$ cat config.mk
export PLATFORM = sky130hd
export DESIGN_NAME = hex_field_parser
export DESIGN_NICKNAME = d
export VERILOG_FILES = /design/src/rtl/hex_field_parser.sv
export SDC_FILE = /design/constraint.sdc
export NUM_CORES = 1
export LEC_CHECK = 0
export CAP_MARGIN = 20
export CELL_PAD_IN_SITES_DETAIL_PLACEMENT = 1
export CELL_PAD_IN_SITES_GLOBAL_PLACEMENT = 1
export CORE_UTILIZATION = 39
export CTS_CLUSTER_DIAMETER = 200
export DETAILED_ROUTE_END_ITERATION = 10
export PLACE_DENSITY = 0.78
export SLEW_MARGIN = 20
export SYNTH_ARGS = -nofsm -noshare
export SYNTH_HDL_FRONTEND = slang
export SYNTH_SLANG_ARGS = --single-unit
export TNS_END_PERCENT = 30
$ cat constraint.sdc
create_clock -name CLK -period 2.26 [get_ports CLK]
set_input_delay 0.452 -clock CLK [delete_from_list [all_inputs] [get_ports CLK]]
set_output_delay 0.452 -clock CLK [all_outputs]
set_load 0.01 [all_outputs]
$ cat src/rtl/hex_field_parser.sv
// Parses comma/CR/LF-terminated ASCII hex fields into right-aligned values; 2 cycles per accepted digit.
// Result held on oVALID until iREADY; oREADY drops during digit conversion and while a result is pending.
// Optional idle timeout on partial fields via HFP_TIMEOUT_EN.
module hex_field_parser #(
    parameter int MAX_DIGITS  = 4,
    parameter int TIMEOUT_CYC = 1000000
) (
    input  logic                    CLK,
    input  logic                    RST_N,
    input  logic                    iVALID,
    input  logic [7:0]              iDATA,
    output logic                    oREADY,
    output logic                    oVALID,
    output logic [4*MAX_DIGITS-1:0] oFIELD,
    output logic                    oERR,
    input  logic                    iREADY,
    output logic                    oTIMEOUT
);
    localparam int W  = 4 * MAX_DIGITS;
    localparam int CW = $clog2(MAX_DIGITS + 1);

    typedef enum logic [2:0] {S_IDLE, S_DIGIT, S_CONV, S_SKIP, S_OUT} state_t;

    state_t          state_q, state_d;
    logic [W-1:0]    acc_q, acc_d;
    logic [CW-1:0]   cnt_q, cnt_d;
    logic            err_q, err_d;
    logic [3:0]      nib_q, nib_d;
    logic            rdy_en_q;

    logic            is_hex, is_term, accept;
    logic [3:0]      nib;

    always_comb begin
        is_hex = 1'b0;
        nib    = 4'h0;
        if (iDATA >= 8'h30 && iDATA <= 8'h39) begin
            is_hex = 1'b1;
            nib    = iDATA[3:0];
        end else if ((iDATA >= 8'h41 && iDATA <= 8'h46) || (iDATA >= 8'h61 && iDATA <= 8'h66)) begin
            is_hex = 1'b1;
            nib    = iDATA[3:0] + 4'd9;
        end
        is_term = (iDATA == 8'h0D) || (iDATA == 8'h0A) || (iDATA == 8'h2C);
    end

    // rdy_en_q keeps oREADY low while reset holds the FSM in S_IDLE
    assign oREADY = rdy_en_q && (state_q == S_IDLE || state_q == S_DIGIT || state_q == S_SKIP);
    assign accept = iVALID && oREADY;
    assign oVALID = (state_q == S_OUT);
    assign oERR   = oVALID && err_q;
    assign oFIELD = (oVALID && !err_q) ? acc_q : '0;

`ifdef HFP_TIMEOUT_EN
    localparam int TW = $clog2(TIMEOUT_CYC + 1);
    logic [TW-1:0] tmo_cnt_q, tmo_cnt_d;
    logic          tmo_q, tmo_d;
    assign oTIMEOUT = tmo_q;
`else
    assign oTIMEOUT = 1'b0;
`endif

    always_comb begin
        state_d = state_q;
        acc_d   = acc_q;
        cnt_d   = cnt_q;
        err_d   = err_q;
        nib_d   = nib_q;
        case (state_q)
            S_IDLE, S_DIGIT: begin
                if (accept) begin
                    if (is_hex) begin
                        if (cnt_q == CW'(MAX_DIGITS)) begin
                            err_d   = 1'b1;
                            state_d = S_SKIP;
                        end else begin
                            nib_d   = nib;
                            state_d = S_CONV;
                        end
                    end else if (is_term) begin
                        if (state_q == S_DIGIT) state_d = S_OUT;
                    end else begin
                        err_d   = 1'b1;
                        state_d = S_SKIP;
                    end
                end
            end
            S_CONV: begin
                acc_d   = (acc_q << 4) | W'(nib_q);
                cnt_d   = cnt_q + 1'b1;
                state_d = S_DIGIT;
            end
            S_SKIP: begin
                if (accept && is_term) state_d = S_OUT;
            end
            S_OUT: begin
                if (iREADY) begin
                    acc_d   = '0;
                    cnt_d   = '0;
                    err_d   = 1'b0;
                    state_d = S_IDLE;
                end
            end
            default: state_d = S_IDLE;
        endcase
`ifdef HFP_TIMEOUT_EN
        tmo_cnt_d = '0;
        tmo_d     = 1'b0;
        if ((state_q == S_DIGIT || state_q == S_SKIP) && !accept) begin
            if (tmo_cnt_q == TW'(TIMEOUT_CYC - 1)) begin
                tmo_d   = 1'b1;
                acc_d   = '0;
                cnt_d   = '0;
                err_d   = 1'b0;
                state_d = S_IDLE;
            end else begin
                tmo_cnt_d = tmo_cnt_q + 1'b1;
            end
        end
`endif
    end

    always_ff @(posedge CLK or negedge RST_N) begin
        if (!RST_N) begin
            state_q  <= S_IDLE;
            acc_q    <= '0;
            cnt_q    <= '0;
            err_q    <= 1'b0;
            nib_q    <= 4'h0;
            rdy_en_q <= 1'b0;
        end else begin
            state_q  <= state_d;
            acc_q    <= acc_d;
            cnt_q    <= cnt_d;
            err_q    <= err_d;
            nib_q    <= nib_d;
            rdy_en_q <= 1'b1;
        end
    end

`ifdef HFP_TIMEOUT_EN
    always_ff @(posedge CLK or negedge RST_N) begin
        if (!RST_N) begin
            tmo_cnt_q <= '0;
            tmo_q     <= 1'b0;
        end else begin
            tmo_cnt_q <= tmo_cnt_d;
            tmo_q     <= tmo_d;
        end
    end
`endif

endmodule

==> results by group, run 1 <==
Floorplanning
  • # IOs: 32
  • Die Y: 64.5 um
  • Initial Util: 0.412
  • Die ar.: slightly above 4000 um2
  • Die extent in x: ~64 um
  • Core area: 3690 um2
  • Site Rows: 22

Logic synthesis
  • #FFs+latches synth: 28
  • Asr flop ratio synth: 1.00
  • Synth top area share: 0.461
  • Syn. warnings: 0
  • Post-synthesis sequential area ratio: 0.461
  • Syn_nets: 160
  • Post-synth top cells: 28 x dfrtp_1, 18 x a22o_1, 18 x and2_1
  • Top-count cell post-synth: dfrtp_1
  • Mean Syn Cell Area: 10.7 um2
  • Cell count after synthesis: between 100 and 150
  • Post-synth top area cell: dfrtp_1
  • Synthesized cell area: about 1500 um2
  • Synth area leaders: dfrtp_1 46%, a22o_1 10%, and2_1 7.4%
  • Netlist cell types: 42
  • Top_reg_cell synth: dfrtp_1
  • EDFF count, synth: 0

Power and ir drop
  • Static Leak: roughly 1 nW
  • Max VDD drop: approximately 250 uV
  • Power Total: between 1 and 1.5 mW
  • PD cells: 580 nW/um2

Routing
  • Drt drc: 0
  • TritonRoute pass-1 iters: 2
  • Routed Antenna Nets: 0
  • Final wirelength: roughly 3700 um
  • WL/cell: around 16 um
  • Vias: approximately 1300
  • Vias per cell: roughly 5.4
  • Starting DRT DRC Count: 42

Critical path
  • Crit Reg-Reg Startpoint: cnt_q[0]
  • Critical Path Start: iDATA[1]
  • CP Launch Type: input port
  • CP Capture Type: flop
  • Crit Path Class: input port to flop
  • Worst EP required: 2.44 ns
  • Crit path max fanout: 3
  • Crit path DAT: approximately 2.3 ns
  • R2R Setup Slk: around 0.49 ns

Hold path
  • Min-delay worst type: flop to flop
  • HP Start: nib_q[2]

Final layout
  • Ant diodes: 0
  • Storage element area: between 700 and 800 um2
  • Area growth, synth to finish: 32.8%
  • Multi-input logic area: around 760 um2
  • Layout cells sized above 1: 0.163
  • Layout fillers: slightly above 400
  • Nets@finish: approximately 200

CTS
  • # hold bufs at CTS: 0
  • Cts bufs inserted: 3
  • H-tree Lvls: 1
  • Worst skew pair latency: between 0.2 and 0.3 ns
  • Clock buffer depth: 2
  • Sink Count: 28
  • Root Buffer: clkbuf_8
  • TritonCTS clock tree: done
  • Reg clk slew, reported paths: about 0.090 ns

STA
  • Final hold slack: 0.488 ns
  • Final worst path period share: 0.951
  • Setup Skew: ~0.0067 ns
  • Setup Viol. Count Final: 0
  • Worst slew pin tran: just under 0.7 ns
  • Max Fclk: between 0.4 and 0.5 GHz
  • Final hold violation count: 0
  • RSZ-0062 raised after global routing: false
  • Max_slew headroom: 0.537
  • Final min period: approximately 2.1 ns
  • Slew Limit Fails: 0
  • Post-route setup slack: ~0.11 ns

Global routing
  • Vias in the first global route: around 1300
  • Largest net degree at the start of global routing: 29
  • GR Util All Layers: 0.202
  • Aggregate global routing overflow: 0
  • First-pass GRT wire length: 6490 um
  • Initial antenna violation count: 0

Placement
  • Setup WS pre-CTS: -0.234 ns
  • # port buffers: 30
  • DP HPWL: 2720 um
  • Placer congestion estimate: approximately 0.82

Flow run
  • Max_cap viols: 0

Outcome
  • Status: completed
[per-stage QoR]
step / setup TNS, ns / util / area [um2] / cells
2_1_floorplan: 0 / - / 1520 / 142
3_3_place_gp: -0.195 / 0.522 / 1930 / 225
3_5_place_dp: -0.657 / 0.522 / 1930 / 225
4_1_cts: 0 / 0.546 / 2020 / 232
5_1_grt: 0 / 0.548 / 2020 / 232
6_report: 0 / 0.548 / 2020 / 232
[power breakdown]
part           total [mW]  internal, mW  leakage, nW  switching, mW
sequential          0.599         0.554        0.354         0.0451
combinational       0.175        0.0948        0.627         0.0800
clock               0.398         0.237       0.0357          0.160
total                1.17         0.886         1.02          0.286
[state kept, by name, indices dropped and copies added (netlist names)]
name,count
state_q,3
err_q,1
rdy_en_q,1
cnt_q,3
acc_q,16
nib_q,4
[layout by cell type (no fill, tap or decap), drive strengths merged, types with 4 or more instances in the layout]
| cell | instances |
|---|---|
| dlygate4sd2 | 16 |
| nand2 | 6 |
| buf | 14 |
| ha | 6 |
| inv | 8 |
| o21ai | 5 |
| and2 | 18 |
| dfrtp | 28 |
| clkdlybuf4s50 | 12 |
| a22o | 18 |
| a21oi | 4 |
| nor2 | 9 |
| nor3 | 4 |
[final timing paths]
| path | cells after the start | endpoint |
|---|---|---|
| min in group asynchronous | 2 | acc_q[5] |
| max in group asynchronous | 2 | err_q |
| hold reg to reg | 1 | nib_q[2] |
| setup reg to reg | 6 | nib_q[3] |
| setup / recovery | 7 | state_q[1] |
| hold / removal | 1 | nib_q[2] |
[worst max-delay path: stages]
cell and delay [ns]:
clkdlybuf4s50_1 0.49, inv_1 0.07, ha_1 0.21, mux2_1 0.30
a22o_1 0.25, and4b_4 0.22, a2111oi_4 0.32
[logic make-up after synthesis]
family | after synthesis | synth area share
AO/OA/AOI/OAI | 36 | 0.201
XOR/XNOR | 1 | 0.00576
multiplexers | 2 | 0.0148
adder cells (fa/ha/maj) | 6 | 0.0493
flip-flops | 28 | 0.461
other | 2 | 0.00494
buffers and inverters | 14 | 0.0452
AND/OR/NAND/NOR | 53 | 0.219
[layer usage]
metal	GRT usage	share of wire
met1	0.249	0.43
met2	0.362	0.52
met3	0.0246	0.033
met4	0.0667	0.017
met5	0	0
[final cells by class]
cell class,count,share of cell area
clock buffers,3,0.0204
clock inverters,1,0.0149
inverters,8,0.0149
multi-input cells,100,0.378
flip-flops and latches,28,0.347
well taps,48,0.0297
repair buffers,44,0.195
[repair_timing]
action / in CTS / in global routing
resized for setup: 23 / 3
pin swaps: 2 / 2
endpoints found under the setup margin: 16 / 3
buffers inserted: 2 / 0
endpoints found under the hold margin: 0 / 0
gates cloned: 1 / 0
Power figures use the tool's default switching activity.
==> inputs of run 2 (changes only) <==
Settings changed: CORE_UTILIZATION 39 to 42, PLACE_DENSITY 0.78 to 0.83.
Clock period 2.26 ns to 2.52 ns, I/O delays scaled along.
==> results by group, run 2 (synthesis results as in run 1) <==
Outcome
  • Status: completed

CTS
  • Worst skew pair latency: 0.32 ns (+0.04 ns)
  • Sink Count: 28 (unchanged)
  • Cts bufs inserted: 3 (unchanged)
  • TritonCTS clock tree: done
  • Root Buffer: clkbuf_4
  • H-tree Lvls: 1 (unchanged)
  • Clock buffer depth: 2 (unchanged)
  • Reg clk slew, reported paths: 0.14 ns (+0.05 ns)

Placement
  • # port buffers: 30 (unchanged)
  • Setup WS pre-CTS: -0.00278 ns (+0.231 ns)
  • Placed insts: 221 (-1.8%)
  • Placer congestion estimate: 0.823 (+0.82%)
  • DP HPWL: 2530 um (-7.2%)

STA
  • Slew Limit Fails: 0 (unchanged)
  • Max_slew headroom: 0.523 (-0.0137)
  • Setup Viol. Count Final: 0 (unchanged)
  • Final min period: between 2 and 2.5 ns
  • Post-route setup slack: 0.0912 ns (-0.0199 ns)
  • Final hold slack: 0.510 ns (+0.0220 ns)
  • Setup Skew: 0.00545 ns (-0.00126 ns)
  • Max Fclk: about 0.4 GHz
  • Final hold violation count: 0 (unchanged)
  • Worst slew pin tran: 0.714 ns (+0.0205 ns)
  • Final worst path period share: 0.964

Routing
  • Vias: 1211 (-3.7%)
  • Final wirelength: 3400 um (-8.8%)
  • Routed Antenna Nets: 0 (unchanged)
  • Drt drc: 0 (unchanged)
  • TritonRoute pass-1 iters: 4 (+2)
  • Vias per cell: 5.38 (-0.66%)
  • Starting DRT DRC Count: 22 (-48%)
  • WL/cell: 15.1 um (-6.0%)

Critical path
  • CP Capture Type: output port
  • Crit Path Class: flop to output port
  • Largest stage delay on the critical path: 0.53 ns (+0.04 ns)
  • Crit path DAT: 1.92 ns (-0.41 ns)
  • Worst EP required: 2.02 ns (-0.42 ns)
  • CP top delay family: buffers and inverters
  • Crit path max fanout: 16 (+13)
  • Crit path max-delay cell type: clkdlybuf4s50_1
  • CP cell instances: nor2_4 -> nand2_2 -> nor2_2 -> buf_6 -> and2_1 -> clkdlybuf4s50_1
  • Worst path buffer plus inverter count: 2 (unchanged)
  • CP Launch Type: flop

Final layout
  • Largest Register: acc_q
  • Area growth, synth to finish: 29.3%
  • Most common cell after layout, fill and taps aside: dfrtp_1
  • Regs by FF count: acc_q (16), nib_q (4)
  • Post-layout util: 0.576 (+0.0280)
  • Commonest cells after routing, fill and taps aside: 28 x dfrtp_1, 18 x and2_1, 18 x a22o_1
  • Ant diodes: 0 (unchanged)
  • Post-route insts no fill: 225 (-3.0%)
  • Largest register FFs: 16 (unchanged)
  • Nets@finish: 199 (-2.0%)
  • Layout cells sized above 1: 0.140 (-0.0234)

Global routing
  • Aggregate global routing overflow: 0 (unchanged)
  • Initial antenna violation count: 0 (unchanged)
  • GR Util All Layers: 0.194 (-0.00790)
  • First-pass GRT wire length: 5950 um (-8.3%)
  • Largest net degree at the start of global routing: 29 (unchanged)
  • Vias in the first global route: 1298 (-1.6%)

Power and ir drop
  • Max VDD drop: 233 uV (-4.7%)
  • Power Total: 0.867 mW (-26%)
  • PD cells: 441 nW/um2 (-24%)
  • Static Leak: 1.06 nW (+4.0%)

Hold path
  • Min-delay worst type: flop to flop

Floorplanning
  • Core area: 3420 um2 (-7.4%)
  • Site Rows: 21 (-4.5%)
  • Die ar.: 3870 um2 (-6.9%)
  • Die extent in x: 62.2 um (-3.5%)
  • Die Y: 62.2 um (-3.5%)
  • Initial Util: 0.445 (+0.0329)
  • # IOs: 32 (unchanged)

Flow run
  • Max_cap viols: 0 (unchanged)
## run 2: metrics by stage
step / area (um2) / TNS, ns
after global placement: 1910 / 0
after global routing: 1970 / -0.0228
final: 1970 / 0
after floorplan: 1520 / 0
after detailed placement: 1910 / -0.00278
after CTS: 1930 / -0.00633
## run 2: worst paths after layout
kind | startpoint | end | slack [ns] | cells past startpoint
hold reg to reg | acc_q[12] | acc_q[12] | 0.51 | 1
hold / removal | acc_q[12] | acc_q[12] | 0.51 | 1
setup / recovery | state_q[1] | oFIELD[15] | 0.09 | 6
min in group asynchronous | RST_N | acc_q[7] | 0.54 | 2
setup reg to reg | state_q[0] | cnt_q[0] | 0.69 | 5
max in group asynchronous | RST_N | acc_q[4] | 1.71 | 2
## run 2: area by class of cell
| cell class | count | area [um2] |
|---|---|---|
| Multi-Input combinational cell | 100 | 764 |
| Timing Repair Buffer | 40 | 392 |
| Clock buffer | 3 | 22.5 |
| Inverter | 8 | 30.0 |
| Fill cell | 401 | 1450 |
| Tap cell | 46 | 57.6 |
| Sequential cell | 28 | 701 |
## run 2: repair_timing
item / 4_1_cts / 5_1_grt
hold buffers: 0 / 0
gates resized for setup: 7 / 12
endpoints found under the setup margin: 16 / 10
setup buffers: 1 / 0
cloned: 0 / 0
endpoints found under the hold margin: 0 / 0
## run 2: where the power goes
group	leakage, nW	internal [mW]	switching, mW
clock	0.0138	0.0560	0.125
combinational	0.689	0.0833	0.0677
sequential	0.354	0.497	0.0381
total	1.06	0.636	0.231
## run 2: worst reg2reg max path, delay by kind of cell, from the launching register on
family                 cells  cell delay (ns)
DFF                        1             0.45
buffers and inverters      1             0.16
and+or+nand+nor            3             0.90
muxes                      1             0.28
## run 2: layer usage
layer  part of all wire  vias up  GRT usage
li1                   -      580          -
met1               0.43      611      0.235
met2               0.53       18      0.357
met3              0.028        2     0.0313
met4             0.0053        0     0.0436
met5                  0        -          0
==> inputs of run 3 (changes only) <==
Settings changed: ABC_AREA from default to 0, RECOVER_POWER from default to 25.
==> results by group, run 3 (synthesis results as in run 1) <==
Outcome
  • Status: complete, but fails checks
  • Failing checks: capacitance limit

STA
  • Post-route setup slack: 0.0914 ns (+0.000155 ns)
  • Setup Skew: 0.00545 ns (unchanged)
  • Final min period: 2.43 ns (-0.000155 ns)
  • Slew Limit Fails: 0 (unchanged)
  • Final hold violation count: 0 (unchanged)
  • Final worst path period share: 0.964 (about the same)
  • Worst slew pin tran: 1.50 ns (+0.785 ns)
  • Setup Viol. Count Final: 0 (unchanged)
  • Max_slew headroom: 0.000645 (-0.523)
  • Max Fclk: 0.412 GHz (about the same)

Routing
  • Routed Antenna Nets: 0 (unchanged)
  • Starting DRT DRC Count: 24 (+9.1%)
  • WL/cell: 15.1 um (-0.15%)
  • Final wirelength: 3390 um (-0.15%)
  • Vias: 1211 (unchanged)
  • Drt drc: 0 (unchanged)
  • Vias per cell: 5.38 (unchanged)
  • TritonRoute pass-1 iters: 4 (unchanged)

Final layout
  • Most common cell after layout, fill and taps aside: dfrtp_1
  • Commonest cells after routing, fill and taps aside: 28 x dfrtp_1, 18 x and2_1, 18 x a22o_1
  • Post-layout util: 0.575 (-0.00110)
  • Regs by FF count: acc_q (16), nib_q (4)
  • Post-route insts no fill: 225 (unchanged)
  • Largest register FFs: 16 (unchanged)
  • Nets@finish: 199 (unchanged)
  • Largest Register: acc_q
  • Area growth, synth to finish: 29.0%
  • Ant diodes: 0 (unchanged)
  • Layout cells sized above 1: 0.134 (-0.00559)

Floorplanning
  • Die extent in x: 62.2 um (unchanged)
  • Site Rows: 21 (unchanged)
  • # IOs: 32 (unchanged)
  • Initial Util: 0.445 (unchanged)
  • Die Y: 62.2 um (unchanged)
  • Core area: 3420 um2 (unchanged)
  • Die ar.: 3870 um2 (unchanged)

Global routing
  • First-pass GRT wire length: 5950 um (unchanged)
  • Vias in the first global route: 1298 (unchanged)
  • GR Util All Layers: 0.194 (unchanged)
  • Largest net degree at the start of global routing: 29 (unchanged)
  • Initial antenna violation count: 0 (unchanged)
  • Aggregate global routing overflow: 0 (unchanged)

CTS
  • H-tree Lvls: 1 (unchanged)
  • Root Buffer: clkbuf_4
  • # hold bufs at CTS: 0 (unchanged)
  • Sink Count: 28 (unchanged)
  • TritonCTS clock tree: done
  • Reg clk slew, reported paths: 0.14 ns (about the same)
  • Clock buffer depth: 2 (unchanged)
  • Worst skew pair latency: 0.32 ns (about the same)
  • Cts bufs inserted: 3 (unchanged)

Critical path
  • Reg2Reg Depth: 5 (unchanged)
  • R2R Setup Slk: 0.69 ns (about the same)
  • Crit Path Class: flop to output port
  • Crit path max fanout: 16 (unchanged)
  • Crit path DAT: 1.92 ns (about the same)
  • CP Launch Type: flop
  • Worst R2R End: cnt_q[0]
  • CP Capture Type: output port
  • Worst EP required: 2.02 ns (about the same)
  • Crit Reg-Reg Startpoint: state_q[0]

Placement
  • Placer congestion estimate: 0.823 (unchanged)
  • # port buffers: 30 (unchanged)
  • DP HPWL: 2530 um (unchanged)
  • Setup WS pre-CTS: -0.00278 ns (unchanged)
  • Placed insts: 221 (unchanged)

Hold path
  • HP Start: acc_q[12]
  • Min-delay worst type: flop to flop
  • Hold depth: 1 (unchanged)
  • Hold Path Sink: acc_q[12]

Power and ir drop
  • Power Total: 0.866 mW (-0.13%)
  • Max VDD drop: 233 uV (about the same)
  • Static Leak: 1.05 nW (-0.32%)
  • PD cells: 441 nW/um2 (about the same)

Flow run
  • Max_cap viols: 1 (+1)
## run 3: metal layers
layer / vias up / global-route usage / wire [um]
li1: 580 / - / -
met1: 611 / 0.235 / 1470
met2: 18 / 0.357 / 1810
met3: 2 / 0.0313 / 94
met4: 0 / 0.0436 / 18
met5: - / 0 / 0
## run 3: worst max-delay path by stage
stage / startpoint / depth (start not counted) / slack [ns] / end
global placement: iDATA[0] / 7 / 0.07 / state_q[1]
global route: state_q[1] / 6 / -0.01 / oFIELD[15]
CTS: state_q[1] / 6 / -0.006 / oFIELD[6]
finish: state_q[1] / 6 / 0.09 / oFIELD[15]
floorplan: iDATA[0] / 6 / 0.62 / state_q[1]
detailed placement: iDATA[0] / 7 / -0.003 / state_q[1]
## run 3: per-stage QoR
step	hold WS (ns)	area (um2)	TNS, ns
after floorplan	0.208	1520	0
after global placement	0.475	1910	0
after detailed placement	0.473	1910	-0.00278
after CTS	0.513	1930	-0.00633
after global routing	0.532	1960	-0.0228
final	0.510	1960	0
## run 3: power breakdown
part	internal [mW]	total, mW	switching, mW
sequential	0.497	0.535	0.0381
combinational	0.0822	0.150	0.0676
clock	0.0560	0.181	0.125
total	0.635	0.866	0.231
## run 3: layout make-up
| cell class | count | area [um2] |
|---|---|---|
| clock buffers | 3 | 22.5 |
| fillers | 400 | 1450 |
| repair buffers | 40 | 388 |
| well taps | 46 | 57.6 |
| inverters | 8 | 30.0 |
| flip-flops and latches | 28 | 701 |
| multi-input cells | 100 | 764 |
## run 3: timing repair
| action | in CTS | in global routing |
|---|---|---|
| setup buffers | 1 | 0 |
| gates resized for setup | 7 | 12 |
| endpoints found under the setup margin | 16 | 10 |
## run 3: critical path: stages (launching register included)
cell             delay, ns
dfrtp_1               0.44
nor2_4                0.15
nand2_2               0.09
nor2_2                0.11
buf_6                 0.15
and2_1                0.13
clkdlybuf4s50_1       0.53
